`src/rtl/rijndael_roundkey_store.sv`:
```
// Purpose  : captures the NR+1 round keys produced by an external Rijndael key schedule
//            and plays them back as a valid/ready stream, in forward or reverse order.
// Latency  : capture takes 1 clear cycle plus NR+1 fill cycles. Playback reads the store
//            combinationally, so a beat is offered in the cycle after play_i is taken.
// Backpressure: roundkey_o holds while rk_valid_o is high and rk_ready_i is low.
//            The index steps only on a handshake.
//
// Ports:
//   clk_i, rst_ni      clock (rising edge) and asynchronous active-low reset
//   start_i            pulse that starts key capture (accepted in IDLE or READY)
//   ks_clear_no        registered active-low clear sent to the upstream key schedule
//   ks_enable_o        advance strobe sent to the key schedule (high only while filling)
//   ks_roundkey_i      current round key from the key schedule
//   play_i, decrypt_i  pulse that starts playback, and the order (1 = reverse) sampled with it
//   rk_valid_o, rk_ready_i, roundkey_o   the playback stream
//   loaded_o, busy_o   a full key set is stored / the block is in CLR, FILL or PLAY
//   clear_i            zeroize request. It is honoured only when RIJNDAEL_KEYSTORE_ZEROIZE_EN
//                      is defined; otherwise the port is present and ignored.

module rijndael_roundkey_store #(
  parameter int NB = 4,  // state width in 32-bit words (4, 6 or 8)
  parameter int NK = 4   // key length in 32-bit words (4, 6 or 8)
) (
  input  logic              clk_i,
  input  logic              rst_ni,
  input  logic              start_i,
  output logic              ks_clear_no,
  output logic              ks_enable_o,
  input  logic [32*NB-1:0]  ks_roundkey_i,
  input  logic              play_i,
  input  logic              decrypt_i,
  output logic              rk_valid_o,
  input  logic              rk_ready_i,
  output logic [32*NB-1:0]  roundkey_o,
  output logic              loaded_o,
  output logic              busy_o,
  input  logic              clear_i
);

  // The number of rounds follows the larger of the block and key sizes.
  // One extra key is needed for the initial AddRoundKey.
  localparam int NR   = ((NB > NK) ? NB : NK) + 6;
  localparam int IDXW = $clog2(NR + 1);
  localparam logic [IDXW-1:0] IDX_LAST = IDXW'(NR);

  typedef enum logic [2:0] {
    IDLE  = 3'd0,
    CLR   = 3'd1,
    FILL  = 3'd2,
    READY = 3'd3,
    PLAY  = 3'd4
  } state_e;

  state_e            state_q, state_d;
  logic [IDXW-1:0]   idx_q, idx_d;
  logic              rev_q, rev_d;      // latched playback direction (1 = reverse)
  logic              loaded_q, loaded_d;
  logic              ks_clear_nq;
  logic              mem_we;
  logic              zeroize;

  logic [32*NB-1:0]  mem [0:NR];

  // Zeroize request. When the feature is compiled out, it is tied off so that every
  // path keyed on it optimises away.
`ifdef RIJNDAEL_KEYSTORE_ZEROIZE_EN
  assign zeroize = clear_i;
`else
  logic unused_clear;
  assign zeroize      = 1'b0;
  assign unused_clear = clear_i;
`endif

  // ---------------------------------------------------------------------------
  // Next-state and control logic
  // ---------------------------------------------------------------------------
  always_comb begin
    state_d  = state_q;
    idx_d    = idx_q;
    rev_d    = rev_q;
    loaded_d = loaded_q;
    mem_we   = 1'b0;

    if (zeroize) begin
      // Zeroize overrides every other request and every state.
      state_d  = IDLE;
      idx_d    = '0;
      loaded_d = 1'b0;
    end else begin
      unique case (state_q)
        IDLE: begin
          // play_i has no meaning without a stored key set.
          if (start_i) begin
            state_d  = CLR;
            loaded_d = 1'b0;
          end
        end

        CLR: begin
          // The key schedule sees ks_clear_no low for this single cycle.
          state_d = FILL;
          idx_d   = '0;
        end

        FILL: begin
          mem_we = 1'b1;
          if (idx_q == IDX_LAST) begin
            state_d  = READY;
            loaded_d = 1'b1;
            idx_d    = '0;
          end else begin
            idx_d = idx_q + 1'b1;
          end
        end

        READY: begin
          // A recapture takes precedence over playback when both are requested.
          if (start_i) begin
            state_d  = CLR;
            loaded_d = 1'b0;
          end else if (play_i) begin
            state_d = PLAY;
            rev_d   = decrypt_i;
            idx_d   = decrypt_i ? IDX_LAST : '0;
          end
        end

        PLAY: begin
          if (rk_ready_i) begin
            if (rev_q) begin
              if (idx_q == '0) begin
                state_d = READY;
              end else begin
                idx_d = idx_q - 1'b1;
              end
            end else begin
              if (idx_q == IDX_LAST) begin
                state_d = READY;
                idx_d   = '0;
              end else begin
                idx_d = idx_q + 1'b1;
              end
            end
          end
        end

        default: begin
          state_d = IDLE;
          idx_d   = '0;
        end
      endcase
    end
  end

  // ---------------------------------------------------------------------------
  // State and control registers
  // ---------------------------------------------------------------------------
  always_ff @(posedge clk_i or negedge rst_ni) begin
    if (!rst_ni) begin
      state_q     <= IDLE;
      idx_q       <= '0;
      rev_q       <= 1'b0;
      loaded_q    <= 1'b0;
      ks_clear_nq <= 1'b1;
    end else begin
      state_q     <= state_d;
      idx_q       <= idx_d;
      rev_q       <= rev_d;
      loaded_q    <= loaded_d;
      // This is registered from the next state so that the clear sits on a flop output.
      // The output therefore cannot glitch, and it is low exactly while in CLR.
      ks_clear_nq <= (state_d != CLR);
    end
  end

  // ---------------------------------------------------------------------------
  // Round-key store
  // ---------------------------------------------------------------------------
  always_ff @(posedge clk_i or negedge rst_ni) begin
    if (!rst_ni) begin
      for (int i = 0; i <= NR; i++) begin
        mem[i] <= '0;
      end
    end else if (zeroize) begin
      for (int i = 0; i <= NR; i++) begin
        mem[i] <= '0;
      end
    end else if (mem_we) begin
      mem[idx_q] <= ks_roundkey_i;
    end
  end

  // ---------------------------------------------------------------------------
  // Outputs
  // ---------------------------------------------------------------------------
  assign ks_clear_no = ks_clear_nq;
  assign ks_enable_o = (state_q == FILL);
  assign rk_valid_o  = (state_q == PLAY);
  assign busy_o      = (state_q == CLR) || (state_q == FILL) || (state_q == PLAY);
  assign loaded_o    = loaded_q;

  // Zero-latency read from the registered index. The key is forced to zero outside
  // PLAY so that stored material is not exposed on the port.
  assign roundkey_o  = rk_valid_o ? mem[idx_q] : '0;

endmodule

```
`config.mk`:
```
export PLATFORM = sky130hd
export DESIGN_NAME = rijndael_roundkey_store
export DESIGN_NICKNAME = d
export VERILOG_FILES = /design/src/rtl/rijndael_roundkey_store.sv
export SDC_FILE = /design/constraint.sdc
export NUM_CORES = 2
export LEC_CHECK = 0
export ABC_AREA = 1
export CAP_MARGIN = 20
export CORE_ASPECT_RATIO = 0.75
export CORE_UTILIZATION = 66
export DETAILED_ROUTE_END_ITERATION = 6
export DONT_BUFFER_PORTS = 1
export PLACE_DENSITY = 0.8
export SLEW_MARGIN = 10
export SYNTH_ARGS = -nofsm -noshare
export SYNTH_HDL_FRONTEND = slang
export SYNTH_SLANG_ARGS = --single-unit
```
`constraint.sdc`:
```
create_clock -name clk_i -period 7.1 [get_ports clk_i]
set_input_delay 1.42 -clock clk_i [delete_from_list [all_inputs] [get_ports clk_i]]
set_output_delay 1.42 -clock clk_i [all_outputs]
set_load 0.005 [all_outputs]
```
==> impl_results.rst <==
.. list-table::
   :header-rows: 1

   * - Metric
     - Value
   * - Die area
     - 0.101 mm²
   * - Num rows
     - 99
   * - Detail-routed via count per cell
     - 5.92
   * - Worst min-delay path category
     - input pin to async pin
   * - Gate Count Post-Synth
     - 8383
   * - Clock tree from TritonCTS
     - done
   * - Number of antenna violations at the first check in global routing
     - 19
   * - Post-CTS Hold Fix Bufs
     - 0
   * - Most used cells in the layout excluding fill and tap cells
     - sky130_fd_sc_hd__nand2_1, sky130_fd_sc_hd__dfrtp_1, sky130_fd_sc_hd__o21ai_1
   * - Total setup buffers inserted after CTS
     - 0
   * - Count of synthesis-stage warnings from yosys
     - 0
   * - Peak supply drop
     - 0.384 mV
   * - Final Instance Area
     - 0.0691 mm²
   * - Share of layout cells above drive strength 1
     - 3.69%
   * - Number of max-capacitance violations reported
     - 0
   * - WS Path Type
     - flop to output port
   * - Detailed-route via count
     - 55.0k
   * - Count of nets after finishing
     - 8006
   * - Data arrival time at the worst-slack endpoint
     - 4.24 ns
   * - Maximum number of buffers from clock root to sink
     - 3
   * - Final total negative setup slack
     - 0 ns
   * - Global router's overall resource usage
     - 35.5%
   * - Clk_lat worst skew
     - 0.77 ns
   * - Nature of the critical path endpoint
     - output port
   * - Synth Cell Area
     - 0.0657 mm²
   * - Share of async-settable or async-resettable flops after synthesis
     - 100%
   * - Final hold vios
     - 0
   * - Mapped Nets
     - 8522
   * - Top Ports
     - 268
   * - Result of the run
     - complete, but fails checks
   * - Most used DFF post-synth
     - sky130_fd_sc_hd__dfrtp_1
   * - Max Freq
     - 177 MHz
   * - Maximum number of pins on one net before global-route repair
     - 1419
   * - HPWL after DPL
     - 85300 µm
   * - Distinct cells, synth
     - 28
   * - TritonCTS buffer count
     - 135
   * - Final period util
     - 79.7%
   * - Core region area
     - 0.0980 mm²
   * - Routability congestion estimate from global placement
     - 0.796
   * - Total wire length
     - 179000 µm
   * - Most frequent standard cell in the layout excluding fill and tap cells
     - sky130_fd_sc_hd__nand2_1
   * - Power Density
     - 468 mW/mm²
   * - Worst Tran Pin Value
     - 1.81 ns
   * - DR DRC count
     - 0
   * - Sinks on Clock Net
     - 1418
   * - Sequential cell area fraction in the yosys report
     - 54.0%
   * - Area growth, synth to finish
     - 5.11%
   * - CTS resizes
     - 0
   * - Number of levels the H-tree was split into
     - 4
   * - Starting density of the core
     - 67.1%
   * - Kind of start point of the critical path
     - flop
   * - Setup repair after global routing missed its margin
     - false
   * - Die Height
     - 275 µm
   * - Horizontal die dimension
     - 366 µm
   * - EDFF count, synth
     - 0
   * - Root cell of the clock tree
     - sky130_fd_sc_hd__clkbuf_16
   * - Count of buffers from port buffering
     - 0
   * - Number of routed nets with antenna violations
     - 0
   * - Maximum fanout along the worst path
     - 151
   * - Violated checks
     - max-slew violations
   * - Relative slew slack
     - -20.6%
   * - Pins over their slew limit
     - 270
   * - DR pass1 iterations
     - 6
   * - Wirelength per Cell
     - 19.2 µm
   * - Shortest period the worst path allows
     - 5.66 ns
   * - Number of global-route vias before repair
     - 51.4k
   * - Count of placed standard cells in the final layout, fillers left out
     - 9295
   * - Synthesized area per cell
     - 7.84 µm²
   * - First-pass GRT wire length
     - 284000 µm
   * - Clock slew at the register clock pins of the worst setup and hold paths
     - 0.06 ns
   * - Final core utilization
     - 70.5%
   * - Placed cell area
     - 0.0644 mm²
   * - Post-Route Skew
     - 0.0205 ns
   * - Drt first-iter violations
     - 6421
   * - Power, Total
     - 32.3 mW
   * - Post-Place Cells
     - 9035
   * - Congestion Overflow GR
     - 0
   * - Total leakage power
     - 35.3 nW
   * - Required time of the critical path
     - 5.68 ns
   * - Final Setup Violations
     - 0
   * - Post-synthesis register bit count
     - 1418
worst paths after layout:
| check | slack [ns] | start | cells past startpoint | end |
|---|---|---|---|---|
| worst min register to register | 0.48 | mem[263] | 2 | mem[263] |
| worst max-delay path | 1.44 | idx_q[1] | 9 | roundkey_o[111] |
| worst max register to register | 2.69 | idx_q[0] | 6 | mem[1198] |
| max in group asynchronous | 3.64 | rst_ni | 3 | mem[421] |
| min in group clk_i | 0.48 | mem[263] | 2 | mem[263] |
| worst min-delay path | 0.34 | rst_ni | 0 | mem[490] |
state kept, by name, summed over array words and instances (netlist names):
name,flops
idx_q,4
loaded_o,1
mem,1408
state_q,3
ks_clear_no,1
rev_q,1
power breakdown:
part           switching (mW)  leakage (nW)  total (mW)  internal (mW)
Combinational            7.29          17.8        11.2           3.89
Clock                    3.14          2.22        7.36           4.22
Sequential               1.98          15.2        13.8           11.8
Total                    12.4          35.3        32.3           19.9
kinds of logic (layout without fill, tap and decap cells):
logic type / count (synthesis) / after routing / share of synthesized area [%]
compound gates: 1925 / 1925 / 14.7
other cells: 0 / 8 / 0
xor+xnor: 1 / 1 / 0.0133
simple gates: 3796 / 3796 / 22.6
flops: 1418 / 1418 / 54.0
buf+inv: 1239 / 830 / 8.63
fa+ha+maj: 4 / 4 / 0.0761
area by class of cell:
type | count | area (µm²)
Antenna cell | 8 | 20.0
Clock buffer | 205 | 4070
Clock inverter | 39 | 422
Fill cell | 7694 | 28900
Inverter | 533 | 2040
Multi-Input combinational cell | 5726 | 24600
Sequential cell | 1418 | 35500
Tap cell | 1313 | 1640
Timing Repair Buffer | 53 | 766
layer usage:
metal | global-route usage, % | wire length [µm] | vias up
met5 | 0 | 172 | -
met4 | 12.2 | 5130 | 26
met3 | 7.14 | 17800 | 409
met2 | 55.1 | 80300 | 2512
met1 | 50.4 | 75100 | 26500
li1 | - | - | 25600
critical path, stage by stage, from the launching register on:
cell                      delay, ns
sky130_fd_sc_hd__dfrtp_4       0.94
sky130_fd_sc_hd__inv_16        0.38
sky130_fd_sc_hd__nor2_4        0.65
sky130_fd_sc_hd__buf_12        0.59
sky130_fd_sc_hd__nand2_1       0.14
sky130_fd_sc_hd__o21ai_0       0.15
sky130_fd_sc_hd__nand2_1       0.09
sky130_fd_sc_hd__nand3_1       0.20
sky130_fd_sc_hd__nand2_1       0.09
sky130_fd_sc_hd__inv_1         0.12
metrics by stage:
stage          hold WS [ns]  setup slack (ns)
6_report              0.337              1.44
5_1_grt               0.325              1.28
3_3_place_gp          0.461              2.29
4_1_cts               0.344              1.45
3_5_place_dp          0.467              2.29
2_1_floorplan         0.448              4.23
cell usage after synthesis, types with 4 or more instances:
library cell	n	area share, %
sky130_fd_sc_hd__clkbuf_1	260	1.5
sky130_fd_sc_hd__buf_4	16	0.18
sky130_fd_sc_hd__inv_2	7	0.040
sky130_fd_sc_hd__dfrtp_1	1417	54
sky130_fd_sc_hd__inv_1	525	3.0
sky130_fd_sc_hd__buf_6	67	1.1
sky130_fd_sc_hd__buf_1	10	0.057
sky130_fd_sc_hd__ha_1	4	0.076
sky130_fd_sc_hd__nand3_4	6	0.16
sky130_fd_sc_hd__o21ai_0	890	6.8
sky130_fd_sc_hd__nor2_1	652	3.7
sky130_fd_sc_hd__buf_2	350	2.7
sky130_fd_sc_hd__nand2_1	2727	16
sky130_fd_sc_hd__o21ai_1	1032	7.9
sky130_fd_sc_hd__nand3_1	397	3.0
No activity file was read; power rests on OpenSTA's default activity.
